$ cat src/rtl/alu_exec_unit_if.sv
// Valid/ready bundle between the operand mux, the execute ALU and its consumers.
// The master drives operations and accepts results; the slave is the ALU.
interface alu_exec_unit_if #(
  parameter int unsigned WIDTH = 32
);
  logic             in_valid;
  logic             in_ready;
  logic [3:0]       alu_sel;
  logic [WIDTH-1:0] op_a;
  logic [WIDTH-1:0] op_b;
  logic             out_valid;
  logic             out_ready;
  logic [WIDTH-1:0] result;
  logic             flag_zero;
  logic             flag_carry;
  logic             flag_overflow;
  logic             flag_sign;

  modport master (
    output in_valid, alu_sel, op_a, op_b, out_ready,
    input  in_ready, out_valid, result, flag_zero, flag_carry, flag_overflow, flag_sign
  );

  modport slave (
    input  in_valid, alu_sel, op_a, op_b, out_ready,
    output in_ready, out_valid, result, flag_zero, flag_carry, flag_overflow, flag_sign
  );
endinterface

$ cat src/rtl/alu_exec_unit.sv
// Execute-stage ALU: single-cycle arithmetic/logic/compare, bit-serial shifts,
// valid/ready on both sides, result held with Z/C/V/N flags until drained.
module alu_exec_unit #(
  parameter int unsigned WIDTH = 32
) (
  input  logic           clk,
  input  logic           rst,
  alu_exec_unit_if.slave bus,
  output logic           busy
);
  localparam int unsigned SHAMT_W = $clog2(WIDTH);
  localparam int unsigned SUM_W   = WIDTH + 1;

  localparam logic [3:0] SEL_ADD  = 4'b0000;
  localparam logic [3:0] SEL_SUB  = 4'b0001;
  localparam logic [3:0] SEL_LUI  = 4'b0011;
  localparam logic [3:0] SEL_OR   = 4'b0100;
  localparam logic [3:0] SEL_AND  = 4'b0101;
  localparam logic [3:0] SEL_XOR  = 4'b0111;
  localparam logic [3:0] SEL_SRL  = 4'b1000;
  localparam logic [3:0] SEL_SLL  = 4'b1001;
  localparam logic [3:0] SEL_SRA  = 4'b1010;
  localparam logic [3:0] SEL_SLT  = 4'b1101;
  localparam logic [3:0] SEL_SLTU = 4'b1111;

  typedef enum logic [1:0] {IDLE, SHIFT, DONE} state_t;

  state_t             state;
  logic [3:0]         sel_q;
  logic [SHAMT_W-1:0] cnt_q;
  logic [WIDTH-1:0]   work_q;

  logic [SHAMT_W-1:0] shamt;
  logic               is_shift;
  logic [WIDTH-1:0]   b_eff;
  logic [WIDTH:0]     sum;
  logic [WIDTH-1:0]   comb_res;
  logic               comb_c;
  logic               comb_v;
  logic [WIDTH-1:0]   shift_nxt;

  // Single-cycle datapath evaluated on the presented operands; a zero-amount shift passes A.
  always_comb begin : alu_comb
    shamt    = bus.op_b[SHAMT_W-1:0];
    is_shift = (bus.alu_sel == SEL_SRL) || (bus.alu_sel == SEL_SLL) || (bus.alu_sel == SEL_SRA);
    b_eff    = (bus.alu_sel == SEL_SUB) ? ~bus.op_b : bus.op_b;
    sum      = {1'b0, bus.op_a} + {1'b0, b_eff} + SUM_W'(bus.alu_sel == SEL_SUB);
    comb_res = '0;
    comb_c   = 1'b0;
    comb_v   = 1'b0;
    case (bus.alu_sel)
      SEL_ADD, SEL_SUB: begin
        comb_res = sum[WIDTH-1:0];
        comb_c   = sum[WIDTH];
        comb_v   = (bus.op_a[WIDTH-1] == b_eff[WIDTH-1]) && (sum[WIDTH-1] != bus.op_a[WIDTH-1]);
      end
      SEL_LUI:                   comb_res = bus.op_b;
      SEL_OR:                    comb_res = bus.op_a | bus.op_b;
      SEL_AND:                   comb_res = bus.op_a & bus.op_b;
      SEL_XOR:                   comb_res = bus.op_a ^ bus.op_b;
      SEL_SRL, SEL_SLL, SEL_SRA: comb_res = bus.op_a;
      SEL_SLT:                   comb_res = WIDTH'($signed(bus.op_a) < $signed(bus.op_b));
      SEL_SLTU:                  comb_res = WIDTH'(bus.op_a < bus.op_b);
      default:                   comb_res = '0;
    endcase
  end

  // One-bit shift step applied to the working register each SHIFT cycle.
  always_comb begin : shift_step
    shift_nxt = work_q;
    case (sel_q)
      SEL_SRL: shift_nxt = {1'b0, work_q[WIDTH-1:1]};
      SEL_SLL: shift_nxt = {work_q[WIDTH-2:0], 1'b0};
      SEL_SRA: shift_nxt = {work_q[WIDTH-1], work_q[WIDTH-1:1]};
      default: shift_nxt = work_q;
    endcase
  end

  always_ff @(posedge clk) begin
    if (!rst) begin
      state             <= IDLE;
      sel_q             <= '0;
      cnt_q             <= '0;
      work_q            <= '0;
      bus.in_ready      <= 1'b1;
      bus.out_valid     <= 1'b0;
      bus.result        <= '0;
      bus.flag_zero     <= 1'b0;
      bus.flag_carry    <= 1'b0;
      bus.flag_overflow <= 1'b0;
      bus.flag_sign     <= 1'b0;
      busy              <= 1'b0;
    end else begin
      case (state)
        IDLE: begin
          if (bus.in_valid && bus.in_ready) begin
            sel_q        <= bus.alu_sel;
            bus.in_ready <= 1'b0;
            busy         <= 1'b1;
            if (is_shift && (shamt != '0)) begin
              state  <= SHIFT;
              cnt_q  <= shamt;
              work_q <= bus.op_a;
            end else begin
              state             <= DONE;
              bus.out_valid     <= 1'b1;
              bus.result        <= comb_res;
              bus.flag_zero     <= (comb_res == '0);
              bus.flag_carry    <= comb_c;
              bus.flag_overflow <= comb_v;
              bus.flag_sign     <= comb_res[WIDTH-1];
            end
          end
        end
        SHIFT: begin
          work_q <= shift_nxt;
          cnt_q  <= cnt_q - SHAMT_W'(1);
          // Final step: the last shifted value is the result.
          if (cnt_q == SHAMT_W'(1)) begin
            state             <= DONE;
            bus.out_valid     <= 1'b1;
            bus.result        <= shift_nxt;
            bus.flag_zero     <= (shift_nxt == '0);
            bus.flag_carry    <= 1'b0;
            bus.flag_overflow <= 1'b0;
            bus.flag_sign     <= shift_nxt[WIDTH-1];
          end
        end
        DONE: begin
          if (bus.out_ready) begin
            state         <= IDLE;
            bus.out_valid <= 1'b0;
            bus.in_ready  <= 1'b1;
            busy          <= 1'b0;
          end
        end
        default: state <= IDLE;
      endcase
    end
  end
endmodule

$ cat src/flat_wrapper.sv
// flat-port wrapper written by rule: the top's interface ports become plain ports
module alu_exec_unit_flat 
#(
  parameter int unsigned WIDTH = 32
)
  (clk, rst, busy, bus_in_valid, bus_alu_sel, bus_op_a, bus_op_b, bus_out_ready, bus_in_ready, bus_out_valid, bus_result, bus_flag_zero, bus_flag_carry, bus_flag_overflow, bus_flag_sign);
  alu_exec_unit_if #(.WIDTH(WIDTH)) bus_i ();
  input  logic clk;
  input  logic rst;
  output logic busy;
  input wire logic [$bits(bus_i.in_valid)-1:0] bus_in_valid;
  input wire logic [$bits(bus_i.alu_sel)-1:0] bus_alu_sel;
  input wire logic [$bits(bus_i.op_a)-1:0] bus_op_a;
  input wire logic [$bits(bus_i.op_b)-1:0] bus_op_b;
  input wire logic [$bits(bus_i.out_ready)-1:0] bus_out_ready;
  output wire logic [$bits(bus_i.in_ready)-1:0] bus_in_ready;
  output wire logic [$bits(bus_i.out_valid)-1:0] bus_out_valid;
  output wire logic [$bits(bus_i.result)-1:0] bus_result;
  output wire logic [$bits(bus_i.flag_zero)-1:0] bus_flag_zero;
  output wire logic [$bits(bus_i.flag_carry)-1:0] bus_flag_carry;
  output wire logic [$bits(bus_i.flag_overflow)-1:0] bus_flag_overflow;
  output wire logic [$bits(bus_i.flag_sign)-1:0] bus_flag_sign;
  assign bus_i.in_valid = bus_in_valid;
  assign bus_i.alu_sel = bus_alu_sel;
  assign bus_i.op_a = bus_op_a;
  assign bus_i.op_b = bus_op_b;
  assign bus_i.out_ready = bus_out_ready;
  assign bus_in_ready = bus_i.in_ready;
  assign bus_out_valid = bus_i.out_valid;
  assign bus_result = bus_i.result;
  assign bus_flag_zero = bus_i.flag_zero;
  assign bus_flag_carry = bus_i.flag_carry;
  assign bus_flag_overflow = bus_i.flag_overflow;
  assign bus_flag_sign = bus_i.flag_sign;
  alu_exec_unit #(.WIDTH(WIDTH)) u_core (.clk(clk), .rst(rst), .bus(bus_i), .busy(busy));
endmodule
$ cat config.mk
export PLATFORM = sky130hd
export DESIGN_NAME = alu_exec_unit_flat
export DESIGN_NICKNAME = d
export VERILOG_FILES = /design/src/rtl/alu_exec_unit_if.sv /design/src/rtl/alu_exec_unit.sv /design/src/flat_wrapper.sv
export SDC_FILE = /design/constraint.sdc
export NUM_CORES = 1
export LEC_CHECK = 0
export CAP_MARGIN = 0
export CELL_PAD_IN_SITES_DETAIL_PLACEMENT = 1
export CELL_PAD_IN_SITES_GLOBAL_PLACEMENT = 1
export CORE_MARGIN = 2
export CORE_UTILIZATION = 46
export CTS_CLUSTER_DIAMETER = 80
export CTS_CLUSTER_SIZE = 20
export DETAILED_ROUTE_END_ITERATION = 6
export PLACE_DENSITY_LB_ADDON = 0.1
export SETUP_SLACK_MARGIN = 0.4
export SLEW_MARGIN = 25
export SYNTH_ARGS = -nofsm -noshare
export SYNTH_HDL_FRONTEND = slang
export SYNTH_SLANG_ARGS = --single-unit
$ cat constraint.sdc
create_clock -name clk -period 14.1 [get_ports clk]
set_input_delay 4.23 -clock clk [delete_from_list [all_inputs] [get_ports clk]]
set_output_delay 4.23 -clock clk [all_outputs]
set_load 0.02 [all_outputs]
==> flow_summary_export.csv <==
group,metric,value,unit
synth,async_flop_share,0,%
timing,worstMarginPinSlew,999,ps
finish,final_common_cell,"nand2_1",
die,row_count,52,
die,fp.dieW,148,um
finish,area_growth,16.6,%
worst_setup_path,crit_type,"input pin to flop",
grt,grt_pass1_vias,10128,
cts,insertion_delay,340,ps
cts,clk_path_buf_depth,2,
timing,fin_crit,8930,ps
worst_hold_path,holdCritPathClass,"flop to flop",
finish,multi_input_area,7280,um2
detailed_routing,via_per_inst,6.42,
die,die_y,148,um
synth,netlist_area,9520,um2
detailed_routing,wirelength,37.2,mm
outcome,violations,"design-rule violations",
synth,syn-instance-count,1254,
grt,antenna_found_initial,0,
die,ioPinCount,111,
synth,yosys_warnings,0,
finish,n_fill_cell,2546,
power,p_int,527,uW
synth,ys_seq_area_share,17.0,%
cts,cts_hold_buf,0,
detailed_routing,dr.pass1.iters,7,
timing,setup_tns,0,ps
placement,gp_congestion,0.949,
placement,place_hpwl,28.2,mm
die,dieArea,21900,um2
detailed_routing,drt_drc_violations_left,15,
power,p_clk_share,27.9,%
timing,fin_crit_sh,63.4,%
power,leakage,0.00443,uW
cts,cts_buffers,9,
placement,portBuffers,110,
synth,synthFlopType,"dfxtp_1",
timing,drv_slew,0,
worst_setup_path,cp_cell_sequence,"clkdlybuf4s50_1 -> buf_4 -> nor4b_4 -> buf_4 -> xnor2_1 -> ha_1 -> a21oi_2 -> a21boi_0 -> a31oi_4 -> a2111oi_4 -> o22ai_2 -> a21oi_2 -> nor4b_1 -> or3_1 -> nor4_1 -> nand4_1 -> o32ai_1",
die,coreArea,20300,um2
cts,post-cts-setup-buffers,0,
finish,fin_nets,1515,
grt,grt_max_degree,86,
finish,num_antenna_cells,0,
worst_setup_path,cp_data_arrival_time,9190,ps
power,sw_frac_of_total,38.4,%
finish,final_cell_mix,"nand2_1 (157), ha_1 (137), clkdlybuf4s50_1 (109)",
finish,seq_area,1620,um2
synth,synth_seq_cells,81,
power,p_per_area,77.1,nW/um2
worst_setup_path,worstSetupStartpointType,"input pin",
worst_setup_path,slowest_delay,520,ps
die,start_util,46.9,%
power,combPwrFrac,42.3,%
cts,cts_tree,"done",
detailed_routing,vias,10142,
worst_setup_path,path_max_fanout,33,
outcome,status,"finished, violations left",
timing,setup_viol_count_final,0,
power,peakVddDrop,0.0610,mV
worst_setup_path,cp_data_required_time,14350,ps
synth,ys_types,76,
power,p_sw,329,uW
cts,root_buffer,"clkbuf_16",
worst_setup_path,critPathCaptureType,"flop",
cts,h-tree-depth,3,
detailed_routing,drtAntennaViolNets,0,
synth,syn_avg_cell_area,7.59,um2
job,max-cap-violations,0,
detailed_routing,drt_iter0_markers,906,
power,p_seq_share,29.9,%
cts,post_cts_resized,0,
timing,fin_skew,5.11,ps
grt,track_usage,33.7,%
synth,synth_fp_nets,1464,
grt,gr-total-overflow,0,
detailed_routing,wl_per_cell,23.6,um
synth,synth_edf_count,0,
finish,drive_gt1_share,4.28,%
worst_setup_path,cp_slowest_cell,"buf_4",
timing,slew_headroom,33.4,%
timing,rsz0062_at_grt,"false",
cts,cts_sinks,81,
cts,cts.clk_slew.worst_paths,60,ps
timing,fmax,0.112,GHz
grt,grt_first_pass_wirelength,57.9,mm
timing,hold_viol,0,
timing,layout_setup_ws,5170,ps
placement,dpl_worst_slack,4810,ps
cells by family after synthesis:
| family | count (synthesis) | share of synthesized area [%] |
|---|---|---|
| AO/OA/AOI/OAI | 415 | 31.8 |
| adder cells (fa/ha/maj) | 138 | 18.2 |
| AND/OR/NAND/NOR | 376 | 19.3 |
| flip-flops | 81 | 17.0 |
| buffers and inverters | 175 | 7.07 |
| XOR/XNOR | 53 | 4.88 |
| multiplexers | 16 | 1.70 |
metrics by stage:
stage	std cells	power, uW	util (%)	area (um2)	hold slack (ps)
4_1_cts	1579	852	54.6	11100	464
5_1_grt	1579	900	54.6	11100	480
3_5_place_dp	1564	614	53.2	10800	457
2_1_floorplan	1254	482	-	9520	450
3_3_place_gp	1564	606	53.2	10800	449
6_report	1579	856	54.6	11100	459
routing by layer:
layer | track usage, % | vias to the layer above | share of wire [%]
met5 | 0 | - | 0
met3 | 5.40 | 73 | 6.1
met4 | 10.9 | 0 | 3.1
met1 | 46.6 | 4978 | 46
met2 | 53.7 | 362 | 45
li1 | - | 4729 | -
cells in the mapped netlist, types with 5 or more instances:
cell type  instances  share of area (%)
xnor2_1           41                3.8
a22oi_1           16                1.3
a21oi_1           84                4.4
or3_1              9               0.59
a221oi_1          12                1.1
a21boi_0          61                4.8
nand2_1          157                6.2
nor4_1            14               0.92
o21ai_0           43                2.3
nand3b_1           6               0.47
ha_1             137                 18
a211o_1            8               0.74
nor2_1            51                2.0
a211oi_1           8               0.63
buf_1              8               0.32
inv_1             86                3.4
nor3_1            13               0.68
a21o_1            11               0.87
xor2_1            12                1.1
mux2i_1           15                1.6
nor2b_1           23                1.5
dfxtp_1           81                 17
o22ai_1            5               0.33
nand3_1           28                1.5
a31oi_1            5               0.33
clkbuf_1          75                3.0
and3_1             8               0.53
nor3b_1            5               0.39
nand4_1           25                1.6
and2_1            11               0.72
nand2b_1          12               0.79
a222oi_1          39                4.1
o211ai_1          63                5.0
a22o_1             7               0.64
power by group through the flow:
| stage | logic [uW] | registers, uW | clock network (uW) |
|---|---|---|---|
| after CTS | 356 | 255 | 241 |
| after global routing | 393 | 257 | 250 |
| after global placement | 347 | 259 | 0 |
| after detailed placement | 354 | 260 | 0 |
| after floorplan | 217 | 265 | 0 |
| final | 362 | 256 | 238 |
critical path, delay by kind of cell:
family | cells | cell delay, ps
adders and majority gates | 1 | 390
xor gates and xnor gates | 1 | 130
buffers and inverters | 3 | 1300
and+or+nand+nor | 5 | 1190
AOI/OAI and AO/OA | 7 | 1910
flip-flops by register name (all words and copies together) (netlist names):
| name | count |
|---|---|
| u_core.bus.result | 31 |
| u_core.state | 2 |
| u_core.work_q | 32 |
| u_core.bus.flag_overflow | 1 |
| u_core.busy | 1 |
| u_core.bus.flag_zero | 1 |
| u_core.bus.out_valid | 1 |
| u_core.bus.in_ready | 1 |
| u_core.sel_q | 4 |
| u_core.cnt_q | 5 |
| u_core.bus.flag_sign | 1 |
| u_core.bus.flag_carry | 1 |
final cells by class:
type,count,area share (%)
clock buffers,12,2.31
well taps,270,3.05
multi-input cells,998,65.6
repair buffers,129,11.2
flip-flops and latches,81,14.6
inverters,86,2.91
clock inverters,3,0.361
final timing paths:
path                        startpoint                   end  slack [ps]  cells after the start
setup / recovery        bus_alu_sel[0]  u_core.bus.flag_zero        5170                     17
hold / removal    u_core.bus.result[9]  u_core.bus.result[9]         460                      2
setup reg to reg       u_core.state[1]  u_core.bus.flag_zero       10550                     12
hold reg to reg   u_core.bus.result[9]  u_core.bus.result[9]         460                      2
(Power assumes the default switching activity.)
